**src/rtl/uart_cmd_responder.sv**
```systemverilog
// ============================================================================
//  Module      : uart_cmd_responder
//  Description : Device-end command parser for the UART link. Accepts
//                write (op, addr, data) and read (op, addr) commands against
//                an internal register file, answers with ACK, NAK or read
//                data via the transmitter handshake, counts dropped bytes.
//  Revision    : 1.0 - initial release
// ============================================================================
`default_nettype none
`timescale 1ns/1ps

module uart_cmd_responder #(
  parameter int         ADDR_WIDTH  = 4,
  parameter logic [7:0] WR_CMD      = 8'hAA,
  parameter logic [7:0] RD_CMD      = 8'hBB,
  parameter logic [7:0] ACK_BYTE    = 8'h5A,
  parameter logic [7:0] NAK_BYTE    = 8'hEE,
  parameter int         TIMEOUT_CYC = 4096
) (
  input  logic       CLK,
  input  logic       RST,
  input  logic [7:0] rx_data,
  input  logic       rx_data_valid,
  input  logic       rx_par_err,
  input  logic       rx_frame_err,
  input  logic       tx_busy,
  output logic [7:0] tx_data,
  output logic       tx_data_valid,
  output logic       cmd_done,
  output logic [7:0] err_cnt
);

  localparam int                c_DEPTH   = 2 ** ADDR_WIDTH;
  localparam int                c_TO_W    = $clog2(TIMEOUT_CYC);
  localparam logic [c_TO_W-1:0] c_TO_LAST = c_TO_W'(TIMEOUT_CYC - 1);

  typedef enum logic [2:0] {
    S_IDLE     = 3'd0,
    S_GET_ADDR = 3'd1,
    S_GET_DATA = 3'd2,
    S_SEND     = 3'd3,
    S_GUARD    = 3'd4
  } state_t;

  state_t                  r_state, w_state_nxt;
  logic                    r_is_wr, w_is_wr_nxt;
  logic [ADDR_WIDTH-1:0]   r_addr, w_addr_nxt;
  logic [7:0]              r_tx_data, w_tx_data_nxt;
  logic [c_TO_W-1:0]       r_to_cnt, w_to_cnt_nxt;
  logic                    r_guard, w_guard_nxt;
  logic [7:0]              r_err_cnt;
  logic                    w_err_inc;
  logic                    w_reg_we;
  logic [7:0]              r_regs [c_DEPTH];

  logic                    w_rx_bad;
  logic                    w_rx_ok;
  logic                    w_addr_bad;
  logic [ADDR_WIDTH-1:0]   w_addr_idx;

  assign w_rx_bad   = rx_data_valid & (rx_par_err | rx_frame_err);
  assign w_rx_ok    = rx_data_valid & ~(rx_par_err | rx_frame_err);
  // Any set bit above the index field makes the address out of range.
  assign w_addr_bad = |(rx_data >> ADDR_WIDTH);
  assign w_addr_idx = rx_data[ADDR_WIDTH-1:0];

  assign tx_data = r_tx_data;
  assign err_cnt = r_err_cnt;

  // Next-state, response loading, error accounting and the TX strobe.
  always_comb begin
    w_state_nxt   = r_state;
    w_is_wr_nxt   = r_is_wr;
    w_addr_nxt    = r_addr;
    w_tx_data_nxt = r_tx_data;
    w_to_cnt_nxt  = '0;
    w_guard_nxt   = 1'b0;
    w_err_inc     = 1'b0;
    w_reg_we      = 1'b0;
    tx_data_valid = 1'b0;
    cmd_done      = 1'b0;

    case (r_state)
      S_IDLE: begin
        if (w_rx_bad) begin
          w_err_inc = 1'b1;
        end else if (w_rx_ok) begin
          if (rx_data == WR_CMD || rx_data == RD_CMD) begin
            w_is_wr_nxt = (rx_data == WR_CMD);
            w_state_nxt = S_GET_ADDR;
          end else begin
            w_tx_data_nxt = NAK_BYTE;
            w_state_nxt   = S_SEND;
          end
        end
      end

      S_GET_ADDR: begin
        if (w_rx_bad) begin
          w_err_inc   = 1'b1;
          w_state_nxt = S_IDLE;
        end else if (w_rx_ok) begin
          if (w_addr_bad) begin
            w_tx_data_nxt = NAK_BYTE;
            w_state_nxt   = S_SEND;
          end else if (!r_is_wr) begin
            // Read data is frozen here so it cannot change while queued.
            w_tx_data_nxt = r_regs[w_addr_idx];
            w_state_nxt   = S_SEND;
          end else begin
            w_addr_nxt  = w_addr_idx;
            w_state_nxt = S_GET_DATA;
          end
        end else if (r_to_cnt == c_TO_LAST) begin
          w_err_inc   = 1'b1;
          w_state_nxt = S_IDLE;
        end else begin
          w_to_cnt_nxt = r_to_cnt + 1'b1;
        end
      end

      S_GET_DATA: begin
        if (w_rx_bad) begin
          w_err_inc   = 1'b1;
          w_state_nxt = S_IDLE;
        end else if (w_rx_ok) begin
          w_reg_we      = 1'b1;
          w_tx_data_nxt = ACK_BYTE;
          w_state_nxt   = S_SEND;
        end else if (r_to_cnt == c_TO_LAST) begin
          w_err_inc   = 1'b1;
          w_state_nxt = S_IDLE;
        end else begin
          w_to_cnt_nxt = r_to_cnt + 1'b1;
        end
      end

      S_SEND: begin
        w_err_inc = rx_data_valid;
        if (!tx_busy) begin
          tx_data_valid = 1'b1;
          cmd_done      = 1'b1;
          w_state_nxt   = S_GUARD;
        end
      end

      S_GUARD: begin
        // Two cycles that ignore tx_busy while the transmitter raises it.
        w_err_inc = rx_data_valid;
        if (r_guard) begin
          w_state_nxt = S_IDLE;
        end else begin
          w_guard_nxt = 1'b1;
        end
      end

      default: begin
        w_state_nxt = S_IDLE;
      end
    endcase
  end

  // Control state, response byte, timeout and saturating error counter.
  always_ff @(posedge CLK or negedge RST) begin
    if (!RST) begin
      r_state   <= S_IDLE;
      r_is_wr   <= 1'b0;
      r_addr    <= '0;
      r_tx_data <= 8'h00;
      r_to_cnt  <= '0;
      r_guard   <= 1'b0;
      r_err_cnt <= 8'h00;
    end else begin
      r_state   <= w_state_nxt;
      r_is_wr   <= w_is_wr_nxt;
      r_addr    <= w_addr_nxt;
      r_tx_data <= w_tx_data_nxt;
      r_to_cnt  <= w_to_cnt_nxt;
      r_guard   <= w_guard_nxt;
      if (w_err_inc && r_err_cnt != 8'hFF) begin
        r_err_cnt <= r_err_cnt + 8'd1;
      end
    end
  end

  // Register file, written only by a completed write command.
  always_ff @(posedge CLK or negedge RST) begin
    if (!RST) begin
      for (int i = 0; i < c_DEPTH; i++) begin
        r_regs[i] <= 8'h00;
      end
    end else if (w_reg_we) begin
      r_regs[r_addr] <= rx_data;
    end
  end

endmodule

`default_nettype wire

```
**config.mk**
```make
export PLATFORM = sky130hd
export DESIGN_NAME = uart_cmd_responder
export DESIGN_NICKNAME = d
export VERILOG_FILES = /design/src/rtl/uart_cmd_responder.sv
export SDC_FILE = /design/constraint.sdc
export NUM_CORES = 1
export LEC_CHECK = 0
export BUFFER_PORTS_ARGS = -buffer_cell sky130_fd_sc_hd__buf_2
export CORE_MARGIN = 8
export CORE_UTILIZATION = 31
export DETAILED_ROUTE_END_ITERATION = 10
export GPL_TIMING_DRIVEN = 0
export PLACE_DENSITY_LB_ADDON = 0.05
export SLEW_MARGIN = 15
export SYNTH_ARGS = -nofsm -noshare
export SYNTH_HDL_FRONTEND = slang
export SYNTH_SLANG_ARGS = --single-unit
```
**constraint.sdc**
```tcl
create_clock -name CLK -period 2.6 [get_ports CLK]
set_input_delay 0.65 -clock CLK [delete_from_list [all_inputs] [get_ports CLK]]
set_output_delay 0.65 -clock CLK [all_outputs]
set_load 0.01 [all_outputs]
```
# Yosys cells after proc, flatten, opt, wreduce, memory -nomap -nowiden
# Index checks and enable logic that the tools add are counted.
classes:
  addsub: 2
  magnitude_cmp: 3
  n_eq_ne: 18
  mux: 45
  bitwise_logic: 8
  reduce_logical: 12
ops:
  columns: ["cell", "n"]
  rows:
  - ["128-bit bitwise mux", 1]
  - ["8-bit two-way mux", 12]
  - ["12-bit two-way mux", 4]
  - ["8-bit binary-select mux with 4-bit select", 1]
  - ["8-bit demux with 4-bit select", 1]
  - ["3-bit two-way mux", 9]
  - ["8-bit case mux with 3 select lines", 1]
  - ["2-bit != test, second input constant", 9]
  - ["8-bit == test, second input constant", 2]
  - ["3-bit case mux with 5 select lines", 1]
  - ["1-bit two-way mux", 13]
  - ["12-bit by 1-bit adder with 12-bit output, second input constant", 1]
  - ["12-bit == test, second input constant", 1]
  - ["5-bit greater-or-equal comparator, second input constant", 2]
  - ["4-bit inverter with 5-bit output", 2]
  - ["9-bit AND reduction", 1]
  - ["8-bit by 1-bit adder with 8-bit output, second input constant", 1]
  - ["8-bit != test, second input constant", 1]
  - ["4-bit AND reduction", 2]
  - ["3-bit by 2-bit == test with 1-bit output, second input constant", 2]
  - ["5-bit by 1-bit < comparator with 1-bit output, second input constant", 1]
  - ["5-bit AND reduction", 1]
  - ["2-bit OR reduction", 2]
  - ["4-bit OR reduction", 1]
  - ["12 further kinds", 16]
totals:
  regBits: 165
  in_bits: 14
  output_inout_bits: 18
  elab_cells: 111

# Depth between registers and ports, before layout
depth:
  ltp_word: 9
  depth_mapped: 8
  depth_no_buf: 6

# Worst setup path after synthesis
# No wires, ideal clock.
synth_path:
  path_type: "input port to flip-flop"
  start: "input rx_frame_err"
  end: "register r_regs[39] (netlist name)"
  setup_time_ns: 0.125
  arrival_ns: 2.209
  required_time_ns: 2.475
  setup_slack_ns: 0.266
  stages: 5
  path_buffers: 0
  path_cell_list: "or3b_4 nor3_4 nand3_1 nor2_2 mux2_2"
synth_between:
  elab_chain_cells: 6
  elab_cells_between_ends: 7
  classes_between: "mux: 3; bitwise: 4"
synth_rtl:
  columns: ["element", "line", "source"]
  rows:
  - ["start, declared", "25", "input logic rx_frame_err,"]
  - ["1-bit bitwise OR (*)", "61, 62", null]
  - ["1-bit inverter", "62", "assign w_rx_ok = rx_data_valid & ~(rx_par_err | rx_frame_err);"]
  - ["1-bit bitwise AND", "62", null]
  - ["1-bit two-way mux", "126", "end else if (w_rx_ok) begin"]
  - ["1-bit two-way mux (*)", "123", "if (w_rx_bad) begin"]
  - ["1-bit two-way mux (*)", "83", "case (r_state)"]
  - ["end signal, assigned by index", "193", "r_regs[r_addr] <= rx_data;"]
  - ["end, declared", "54", "logic [7:0] r_regs [c_DEPTH];"]
# Mark *: on every way between the ends. The rest lies on a longest branch, timed or not.
# A chain may end at the register's enable or synchronous reset.

# Final worst setup path
layout_path:
  start: "input rx_frame_err"
  end: "register r_regs[69] (netlist name)"
# The elaborated chain is that of the path after synthesis.

==> impl_metrics.yaml <==
worst_setup_path:
  cp.required_ps: 2910
  critPathTopFamily: "simple AND/OR/NAND/NOR gates"
  cp_num_buf_inv: 1
  endpoint_kind: "flop"
  critPathMaxStageDelay_ps: 680
  setup.worst_path.class: "in -> reg"
  critPathMaxFanout: 8
  arrival_ps: 2950
  startpoint_type: "input port"
  crit_chain: "buf_2, or3b_4, nor3_4, nand3_1, nor2_2, mux2_2"
  crit_slowest_cell: "nor2_2"
power_and_ir_drop:
  ir_worst_vdd_v: 0.0003286
  p_leak_nw: 3.995
  report.power.total_mw: 6.102
  power_density_mw_per_mm2: 689.3
synthesis:
  synth_area_leaders: "dfrtp_1 54%, mux2_2 20%, mux4_2 9.4%"
  synth_top_area_cell: "dfrtp_1"
  yosysSeqAreaShare_pct: 54.07
  synth_seq_cells: 165
  yosysWarnings: 0
  synth_edf_count: 0
  synth_nets: 559
  synthFlopType: "dfrtp_1"
  syn_inst: 543
  synth.lib_cells_used.distinct: 50
  yosysTopAreaCellShare_pct: 54.07
  syn_area_per_cell_um2: 14.06
  synthArstFlopShare_pct: 100.0
  syn_area_mm2: 0.007636
die:
  die_width_um: 172.9
  dieArea_mm2: 0.02991
  ios: 32
  coreArea_mm2: 0.02425
  fp.dieH_um: 172.9
  rows: 57
  start_util_pct: 31.49
clocking:
  path_clk_slew_ps: 70
  cts_max_level: 4
  clock_path_buffers: 2
  clock-sinks: 165
  cts-root-buf: "clkbuf_16"
  cts_buffers: 17
  clk_latency_ps: 420
  cts_tree: "yes"
sta:
  finalMaxSlewViolations: 0
  setup_viol: 16
  skew_ps: 7.210
  tightest_slew_ps: 785.4
  fin_crit_sh_pct: 101.5
  setup_slack_ps: -37.95
  hold_viol: 0
  holdWs_ps: 190.3
  max_slew_margin_pct: 47.44
  fmax_ghz: 0.3791
  rsz0062_at_grt: "true"
  fin_setup_tns_ps: -421.5
  fin_crit_ps: 2638
global_routing:
  gr-total-overflow: 0
  grt_usage_pct: 13.77
  top_usage_layer: "met2"
  grt_max_degree: 96
  grt_util_met2_pct: 21.39
  grt_pass1_vias: 4968
  grt_use_met3_pct: 2.570
  antenna_found_initial: 0
  met1_usage_pct: 19.10
  grt_pass1_wl_um: 31420
route:
  via_per_inst: 5.019
  vias: 4658
  drt_drc_violations_left: 0
  routedWlPerCell_um: 21.51
  firstDrtPassIters: 7
  postRouteAntennaNets: 0
  drt_iter0_drc: 220
  wl_um: 19960
placed_design:
  gp_congestion: 0.7520
  hpwl_um: 13810
  port_buffers: 28
  dp_cells: 896
final_layout:
  drive_above_1_share_pct: 43.05
  seqCellArea_mm2: 0.004129
  nFillCells: 2382
  multi_input_area_mm2: 0.003386
  area_growth_pct: 15.93
  final_nets: 608
  fin_cells: 928
  diodes: 0
run_status:
  violations: "negative setup slack"
  status: "finished with violations"
run:
  cap_viol_max_count: 0
hold_path:
  hp-class: "in -> async"
[cells in the mapped netlist, types with 3 or more instances]
cell / count
xnor2_1: 12
nand3b_1: 3
a21oi_1: 3
nand3_1: 12
nand2b_1: 7
xor2_1: 6
and2_1: 3
a211oi_1: 4
mux2_2: 133
clkbuf_1: 23
buf_2: 8
a22oi_1: 12
nor2_2: 9
nor3_1: 8
nand2_1: 19
nand4_1: 4
nor2_1: 23
mux4_2: 32
o21ai_0: 3
nor4_1: 3
and3_1: 4
nor2b_1: 5
dfrtp_1: 165
inv_1: 6
a31oi_1: 3
[worst register-to-register path: stages, from the launching register on]
cell,delay (ps)
dfrtp_1,390
nand2b_1,240
nor3_4,400
nand3_1,320
nor2_2,680
mux2_2,420
[final cells by class]
type                            count  share of cell area [%]
Inverter                            6                  0.2544
Sequential cell                   165                   46.64
Clock buffer                       17                   4.806
Clock inverter                     14                   1.753
Timing Repair Buffer               30                   2.092
Multi-Input combinational cell    339                   38.25
Buffer                             33                   1.625
Tap cell                          324                   4.580
[cell families after synthesis]
logic type               count (synthesis)  share of synthesized area [%]
multiplexers                           167                          29.33
flip-flops                             165                          54.07
AND/OR/NAND/NOR                        119                          8.946
buffers and inverters                   39                          2.146
AO/OA/AOI/OAI                           32                          2.982
XOR/XNOR                                18                          2.065
adder cells (fa/ha/maj)                  3                         0.4587
[sequential cells by signal, indices dropped and copies added (netlist names)]
register  cells
r_is_wr       1
r_guard       1
r_to_cnt     12
tx_data       8
r_addr        4
r_regs      128
r_state       3
err_cnt       8
[per-stage QoR]
stage	utilization, %	worst slack [ps]	instance area, um2
after floorplan	-	266.1	7636
after global placement	33.74	-1692	8182
after detailed placement	33.90	-480.3	8219
after CTS	36.32	-28.06	8806
after global routing	36.51	-105.9	8852
final	36.51	-37.95	8852
[placed cells by master, fill, tap and decap left out, types with 6 or more instances in the layout]
cell	synthesis	layout
nor2_1	23	23
nand2_1	19	19
dfrtp_1	165	165
clkbuf_16	0	17
mux4_2	32	32
nor3_1	8	7
mux2_2	133	133
nand2b_1	7	7
inv_1	6	6
clkbuf_1	23	21
a22oi_1	12	12
nand3_1	12	12
xor2_1	6	6
xnor2_1	12	12
buf_2	8	35
[final timing paths]
check / depth (start not counted) / startpoint / end / slack (ps)
setup / recovery: 6 / rx_frame_err / r_regs[69]$_DFFE_PN0P_ / -40
hold / removal: 1 / RST / r_regs[87]$_DFFE_PN0P_ / 190
setup reg to reg: 5 / r_state[0]$_DFFE_PN0P_ / r_regs[69]$_DFFE_PN0P_ / 60
hold reg to reg: 1 / r_guard$_DFF_PN0_ / r_guard$_DFF_PN0_ / 430
max in group asynchronous: 2 / RST / r_addr[3]$_DFFE_PN0P_ / 1480
min in group CLK: 1 / r_guard$_DFF_PN0_ / r_guard$_DFF_PN0_ / 430
[routing by layer]
metal  share of wire [%]  routed length, um  vias to the layer above
li1                    -                  -                     2097
met1                  49               9771                     2456
met2                  47               9353                       81
met3                 2.4                485                       24
met4                 1.8                352                        0
met5                   0                  0                        -
[repair_timing]
action,4_1_cts,5_1_grt
gates cloned,0,0
resized for setup,1,11
pin swaps,0,1
setup buffers,0,1
hold buffers,0,0
endpoints found under the setup margin,11,51
[power breakdown]
group          internal, mW  switching [mW]  leakage, nW
logic                 0.312           0.436         1.47
registers              2.73           0.119         2.25
clock network          1.42            1.09        0.268
No activity file was read; power rests on OpenSTA's default activity.
